`config.mk`:
```
export PLATFORM = sky130hd
export DESIGN_NAME = ppu_mode_sequencer
export DESIGN_NICKNAME = d
export VERILOG_FILES = /design/src/rtl/ppu_types_pkg.sv /design/src/rtl/ppu_stat_irq.sv /design/src/rtl/ppu_mode_sequencer.sv
export SDC_FILE = /design/constraint.sdc
export NUM_CORES = 1
export LEC_CHECK = 0
export ABC_AREA = 1
export CAP_MARGIN = 20
export CORE_MARGIN = 4
export CORE_UTILIZATION = 59
export CTS_BUF_LIST = sky130_fd_sc_hd__clkbuf_8
export CTS_CLUSTER_DIAMETER = 50
export DETAILED_ROUTE_END_ITERATION = 7
export GPL_ROUTABILITY_DRIVEN = 0
export MAX_ROUTING_LAYER = met4
export PLACE_DENSITY_LB_ADDON = 0.15
export SETUP_SLACK_MARGIN = 0.3
export SLEW_MARGIN = 20
export SYNTH_ARGS = -nofsm -noshare
export SYNTH_HDL_FRONTEND = slang
export SYNTH_HIERARCHICAL = 1
export SYNTH_SLANG_ARGS = --single-unit
```
`constraint.sdc`:
```
create_clock -name clk -period 6.9 [get_ports clk]
set_clock_uncertainty 0.2 [all_clocks]
set_input_delay 1.38 -clock clk [delete_from_list [all_inputs] [get_ports clk]]
set_output_delay 1.38 -clock clk [all_outputs]
set_load 0.005 [all_outputs]
```
`src/rtl/ppu_types_pkg.sv`:
```
// Shared PPU types and dot/line timing for the mode sequencer and its STAT logic.
// One clk is one dot; all counts below are in dots or lines.
package ppu_types_pkg;

    localparam int DOTS_PER_LINE = 456;
    localparam int OAM_DOTS      = 80;
    localparam int VISIBLE_LINES = 144;
    localparam int TOTAL_LINES   = 154;
    localparam int MODE3_MAX     = 289;

    // Sized copies of the timing points so compares stay width-exact.
    localparam logic [8:0] DOT_LAST      = 9'(DOTS_PER_LINE - 1);
    localparam logic [8:0] DOT_DRAW      = 9'(OAM_DOTS);
    localparam logic [7:0] LY_VBLANK     = 8'(VISIBLE_LINES);
    localparam logic [7:0] LY_LAST       = 8'(TOTAL_LINES - 1);
    localparam logic [8:0] MODE3_TC_LOAD = 9'(MODE3_MAX - 1);

    typedef enum logic [1:0] {
        HBLANK   = 2'd0,
        VBLANK   = 2'd1,
        OAM_SCAN = 2'd2,
        DRAWING  = 2'd3
    } ppu_mode_t;

    function automatic logic stat_line(input ppu_mode_t  m,
                                       input logic       lyc_m,
                                       input logic [3:0] en);
        return ((m == HBLANK)   && en[0]) ||
               ((m == VBLANK)   && en[1]) ||
               ((m == OAM_SCAN) && en[2]) ||
               (lyc_m           && en[3]);
    endfunction

endpackage

```
`src/rtl/ppu_stat_irq.sv`:
```
// STAT interrupt line: registers the OR of the enabled sources and pulses on its rising edge.
// Fed with next-cycle mode/LYC values so the pulse lines up with the mode change it reports.
module ppu_stat_irq
    import ppu_types_pkg::*;
(
    input  logic       clk,
    input  logic       reset,
    input  logic       lcd_en_i,
    input  ppu_mode_t  mode_i,
    input  logic       lyc_match_i,
    input  logic [3:0] stat_en_i,
    output logic       stat_irq_o
);

    logic line_d;
    logic line_q;
    logic irq_d;
    logic irq_q;

    always_comb begin
        line_d = lcd_en_i & stat_line(mode_i, lyc_match_i, stat_en_i);
        irq_d  = line_d & ~line_q;
    end

    always_ff @(posedge clk or posedge reset) begin
        if (reset) begin
            line_q <= 1'b0;
            irq_q  <= 1'b0;
        end else begin
            line_q <= line_d;
            irq_q  <= irq_d;
        end
    end

    assign stat_irq_o = irq_q;

endmodule

```
`src/rtl/ppu_mode_sequencer.sv`:
```
// Dot-level PPU timing: walks OAM scan / drawing / HBlank per visible line, then VBlank lines,
// and publishes LY, mode, LYC compare, framebuffer enable/flush and the interrupt pulses.
//
// mode     | meaning
// HBLANK   | line finished drawing, or LCD off / reset
// VBLANK   | lines 144..153
// OAM_SCAN | dots 0..79 of a visible line
// DRAWING  | dot 80 until line_done or the mode-3 timer expires
module ppu_mode_sequencer
    import ppu_types_pkg::*;
(
    input  logic       clk,
    input  logic       reset,
    input  logic       lcd_en,
    input  logic       line_done,
    input  logic [7:0] lyc,
    input  logic [3:0] stat_en,
    output ppu_mode_t  mode,
    output logic [7:0] ly,
    output logic [8:0] dot_cnt,
    output logic       dot_en,
    output logic       fb_flush,
    output logic       lyc_match,
    output logic       vblank_irq,
    output logic       stat_irq,
    output logic       mode3_overrun
);

    ppu_mode_t  mode_d,      mode_q;
    logic       run_d,       run_q;
    logic [7:0] ly_d,        ly_q;
    logic [8:0] dot_d,       dot_q;
    logic [8:0] tmr_d,       tmr_q;
    logic       dot_en_d,    dot_en_q;
    logic       flush_d,     flush_q;
    logic       lyc_match_d, lyc_match_q;
    logic       vblank_d,    vblank_q;
    logic       overrun_d,   overrun_q;

    always_comb begin
        run_d       = lcd_en;
        ly_d        = '0;
        dot_d       = '0;
        mode_d      = HBLANK;
        tmr_d       = tmr_q;
        lyc_match_d = 1'b0;
        flush_d     = 1'b1;
        vblank_d    = 1'b0;
        overrun_d   = 1'b0;

        if (lcd_en) begin
            lyc_match_d = (ly_q == lyc);

            // The first enabled cycle after LCD-off/reset presents (0,0) rather than advancing.
            if (run_q) begin
                if (dot_q == DOT_LAST) begin
                    ly_d = (ly_q == LY_LAST) ? '0 : ly_q + 8'd1;
                end else begin
                    ly_d  = ly_q;
                    dot_d = dot_q + 9'd1;
                end
            end

            if (ly_d >= LY_VBLANK) begin
                mode_d = VBLANK;
            end else if (dot_d < DOT_DRAW) begin
                mode_d = OAM_SCAN;
            end else if (dot_d == DOT_DRAW) begin
                mode_d = DRAWING;
                tmr_d  = MODE3_TC_LOAD;
            end else if (mode_q == DRAWING) begin
                // line_done wins over a coincident timer expiry.
                if (line_done) begin
                    mode_d = HBLANK;
                end else if (tmr_q == 9'd0) begin
                    mode_d    = HBLANK;
                    overrun_d = 1'b1;
                end else begin
                    mode_d = DRAWING;
                    tmr_d  = tmr_q - 9'd1;
                end
            end else begin
                mode_d = HBLANK;
            end

            flush_d  = (ly_d == 8'd0) && (dot_d == 9'd0);
            vblank_d = (ly_d == LY_VBLANK) && (dot_d == 9'd0);
        end
    end

    assign dot_en_d = (mode_d == DRAWING);

    always_ff @(posedge clk or posedge reset) begin
        if (reset) begin
            run_q       <= 1'b0;
            mode_q      <= HBLANK;
            ly_q        <= '0;
            dot_q       <= '0;
            tmr_q       <= '0;
            dot_en_q    <= 1'b0;
            flush_q     <= 1'b0;
            lyc_match_q <= 1'b0;
            vblank_q    <= 1'b0;
            overrun_q   <= 1'b0;
        end else begin
            run_q       <= run_d;
            mode_q      <= mode_d;
            ly_q        <= ly_d;
            dot_q       <= dot_d;
            tmr_q       <= tmr_d;
            dot_en_q    <= dot_en_d;
            flush_q     <= flush_d;
            lyc_match_q <= lyc_match_d;
            vblank_q    <= vblank_d;
            overrun_q   <= overrun_d;
        end
    end

    ppu_stat_irq u_stat (
        .clk         (clk),
        .reset       (reset),
        .lcd_en_i    (lcd_en),
        .mode_i      (mode_d),
        .lyc_match_i (lyc_match_d),
        .stat_en_i   (stat_en),
        .stat_irq_o  (stat_irq)
    );

    assign mode          = mode_q;
    assign ly            = ly_q;
    assign dot_cnt       = dot_q;
    assign dot_en        = dot_en_q;
    assign fb_flush      = flush_q;
    assign lyc_match     = lyc_match_q;
    assign vblank_irq    = vblank_q;
    assign mode3_overrun = overrun_q;

endmodule

```
==> results.py <==
metrics = {
    "run_status": {
        "status": "complete, no violations",
    },
    "yosys": {
        "avgSynthCellArea_um2": 7.44,
        "async_flop_share_pct": 100,
        "ys_ff_latch": 36,
        "synth_flop_cell": "dfrtp_1",
        "synth_edf_count": 0,
        "synth_nets": 332,
        "syn_area_um2": 2310,
        "ys_warn_count": 6,
        "postSynthCellCount": 311,
        "ys_seq_area_share_pct": 38.9,
        "yosysUniqueCellTypes": 34,
    },
    "floorplanning": {
        "die_height_um": 70.6,
        "io_pins": 41,
        "initial_core_util_pct": 62.3,
        "core-area_um2": 3720,
        "chipWidth_um": 70.6,
        "die_area_um2": 4990,
        "num_rows": 22,
    },
    "setup_path": {
        "critPathKind": "in -> reg",
        "cp-end-kind": "register",
        "start_kind": "input pin",
        "crit_start": "lcd_en",
        "rr_startpoint": "dot_cnt[0]",
        "path_max_fanout": 21,
        "cp.arrival_ns": 3.61,
        "critPathRequiredTime_ns": 6.93,
    },
    "timing": {
        "finalSetupTns_ns": 0,
        "setup_viol": 0,
        "slew_viol_final": 0,
        "period_share_pct": 51.9,
        "rsz0062_at_grt": "false",
        "min_period_ns": 3.58,
        "clock.fmax_ghz": 0.279,
        "worst_slack_ns": 3.32,
        "finalHoldViolations": 0,
        "slew_headroom_pct": 55.8,
        "worstMarginPinSlew_ns": 0.647,
    },
    "cts": {
        "htree_levels": 2,
        "postCtsSetupBuffers": 0,
        "cts_buffer_depth": 2,
        "ctsHoldBuffers": 0,
        "cts-buffers-inserted": 5,
        "clock_sinks": 36,
        "clock_latency_ns": 0.29,
        "clockRootBuffer": "clkbuf_8",
        "cts_resized": 0,
        "cts_tree": "done",
        "clkTransAtPathRegs_ns": 0.07,
    },
    "pwr": {
        "p_clk_share_pct": 41.8,
        "cellPowerDensity_nw_per_um2": 151,
        "leakagePower_nw": 1.43,
        "swShare_pct": 22.0,
        "p_seq_share_pct": 49.9,
        "ir_drop_mv": 0.149,
        "p_sw_uw": 95.2,
        "p_comb_share_pct": 8.2,
        "power.internal_uw": 337,
    },
    "global_routing": {
        "track_usage_pct": 22.6,
        "first_global_vias": 2080,
        "grt_max_degree": 35,
        "grt_pass1_wl_mm": 8.98,
        "grt_overflow": 0,
        "antenna_found_initial": 0,
    },
    "detailed_routing": {
        "wl_met2_mm": 2.44,
        "wl_per_cell_um": 12.6,
        "routed.top_layer": "met4",
        "vias": 2133,
        "first_pass_iters": 4,
        "postRouteAntennaNets": 0,
        "totalWireLength_mm": 5.06,
        "met3WireLength_um": 317,
        "drc_errors": 0,
        "met1_length_mm": 2.24,
        "viasPerCell": 5.31,
        "drt_iter0_drc": 208,
    },
    "worst_hold_path": {
        "holdCritStartpoint": "u_stat/line_q",
        "hold_class": "reg -> reg",
    },
    "placed_design": {
        "dpl.hpwl_mm": 3.81,
        "place_ws_ns": 2.96,
        "io_buffers": 40,
    },
    "job": {
        "max_cap_violations": 0,
    },
    "cells_and_area": {
        "antenna_cells": 0,
        "final_nets": 374,
        "drive_gt1_share_pct": 11.6,
        "nFillCells": 281,
        "final_common_cell": "nand2_1",
        "syn_to_final_growth_pct": 23.4,
        "layout_common_cells": "72 x nand2_1, 40 x inv_1, 40 x clkdlybuf4s50_1, 38 x nor2_1, 36 x dfrtp_1",
    },
}
[power groups by stage]
stage / sequential [mW] / clock (mW) / combinational, mW
floorplan: 0.219 / 0 / 0.0198
global placement: 0.220 / 0 / 0.0355
detailed placement: 0.220 / 0 / 0.0360
CTS: 0.216 / 0.185 / 0.0362
global route: 0.216 / 0.198 / 0.0400
finish: 0.216 / 0.181 / 0.0356
[flip-flops by register name (all words and copies together), names as in the netlist, 2 cells and up]
register  count
mode          2
tmr_q         9
ly            8
dot_cnt       9
[synthesized netlist by cell type (2+ instances only)]
| cell | n | share of area, % |
|---|---|---|
| nor2_2 | 6 | 1.6 |
| o21ai_0 | 2 | 0.43 |
| nand4_1 | 16 | 4.3 |
| nand3_2 | 5 | 2.2 |
| o21ai_1 | 5 | 1.1 |
| inv_1 | 40 | 6.5 |
| nand3_1 | 21 | 4.5 |
| nand3b_1 | 2 | 0.65 |
| nand2_2 | 9 | 2.4 |
| nor2_1 | 38 | 6.2 |
| a21oi_1 | 11 | 2.4 |
| xnor2_1 | 5 | 1.9 |
| inv_2 | 5 | 0.81 |
| a21oi_2 | 2 | 0.76 |
| nor2_8 | 2 | 1.7 |
| dfrtp_1 | 36 | 39 |
| xor2_1 | 5 | 1.9 |
| o22ai_1 | 2 | 0.54 |
| buf_4 | 2 | 0.65 |
| nand2_1 | 72 | 12 |
| nor3_1 | 8 | 1.7 |
| ha_1 | 5 | 2.7 |
[routing by layer]
metal / vias up / global-route usage, %
met3: 8 / 4.55
met2: 70 / 37.5
met5: - / -
li1: 1082 / -
met4: 0 / 6.05
met1: 973 / 28.2
[final cells by class]
cell class | instances | area, µm² | area share, %
clock buffer | 5 | 68.8 | 2.41
inverter | 45 | 169 | 5.92
timing repair buffer | 41 | 408 | 14.3
sequential | 36 | 901 | 31.6
clock inverter | 3 | 42.5 | 1.49
multi-input combinational | 224 | 1210 | 42.2
tap | 48 | 60.1 | 2.10
[per-stage QoR]
| stage | utilization [%] | hold WS, ns | std cells | area [µm²] | total power, mW |
|---|---|---|---|---|---|
| after detailed placement | 73.8 | 0.211 | 394 | 2740 | 0.256 |
| after global routing | 76.8 | 0.235 | 402 | 2860 | 0.454 |
| after global placement | 73.8 | 0.204 | 394 | 2740 | 0.255 |
| after CTS | 76.8 | 0.223 | 402 | 2860 | 0.437 |
| final | 76.8 | 0.221 | 402 | 2860 | 0.432 |
| after floorplan | - | 0.192 | 311 | 2310 | 0.239 |
[cells by family (layout without fill, tap and decap cells)]
logic type | Yosys count | after routing | synth area share, %
DFF | 36 | 36 | 38.9
adders and majority gates | 5 | 5 | 2.70
AOI/OAI and AO/OA | 26 | 26 | 6.59
xor gates and xnor gates | 10 | 10 | 3.78
and+or+nand+nor | 183 | 183 | 39.0
buffers and inverters | 51 | 94 | 8.97
[critical path, cell delays in order]
cell and delay [ns]:
clkdlybuf4s50_1 0.53, inv_1 0.33, a21oi_1 0.23, nand3_1 0.10, a2111oi_0 0.61, nand2_1 0.11
nand2_1 0.09, inv_1 0.04, nand2_1 0.06, nand2_2 0.06, nor2_2 0.07
[final timing paths]
path	endpoint	depth (start not counted)	slack [ns]
setup / recovery	u_stat/stat_irq_o	11	3.32
hold / removal	u_stat/stat_irq_o	1	0.22
setup reg to reg	u_stat/line_q	19	4.02
hold reg to reg	u_stat/stat_irq_o	1	0.22
max in group asynchronous	tmr_q[7]	3	4.88
min in group asynchronous	u_stat/line_q	2	1.07
Note: power is estimated with default switching activity, not from simulation.
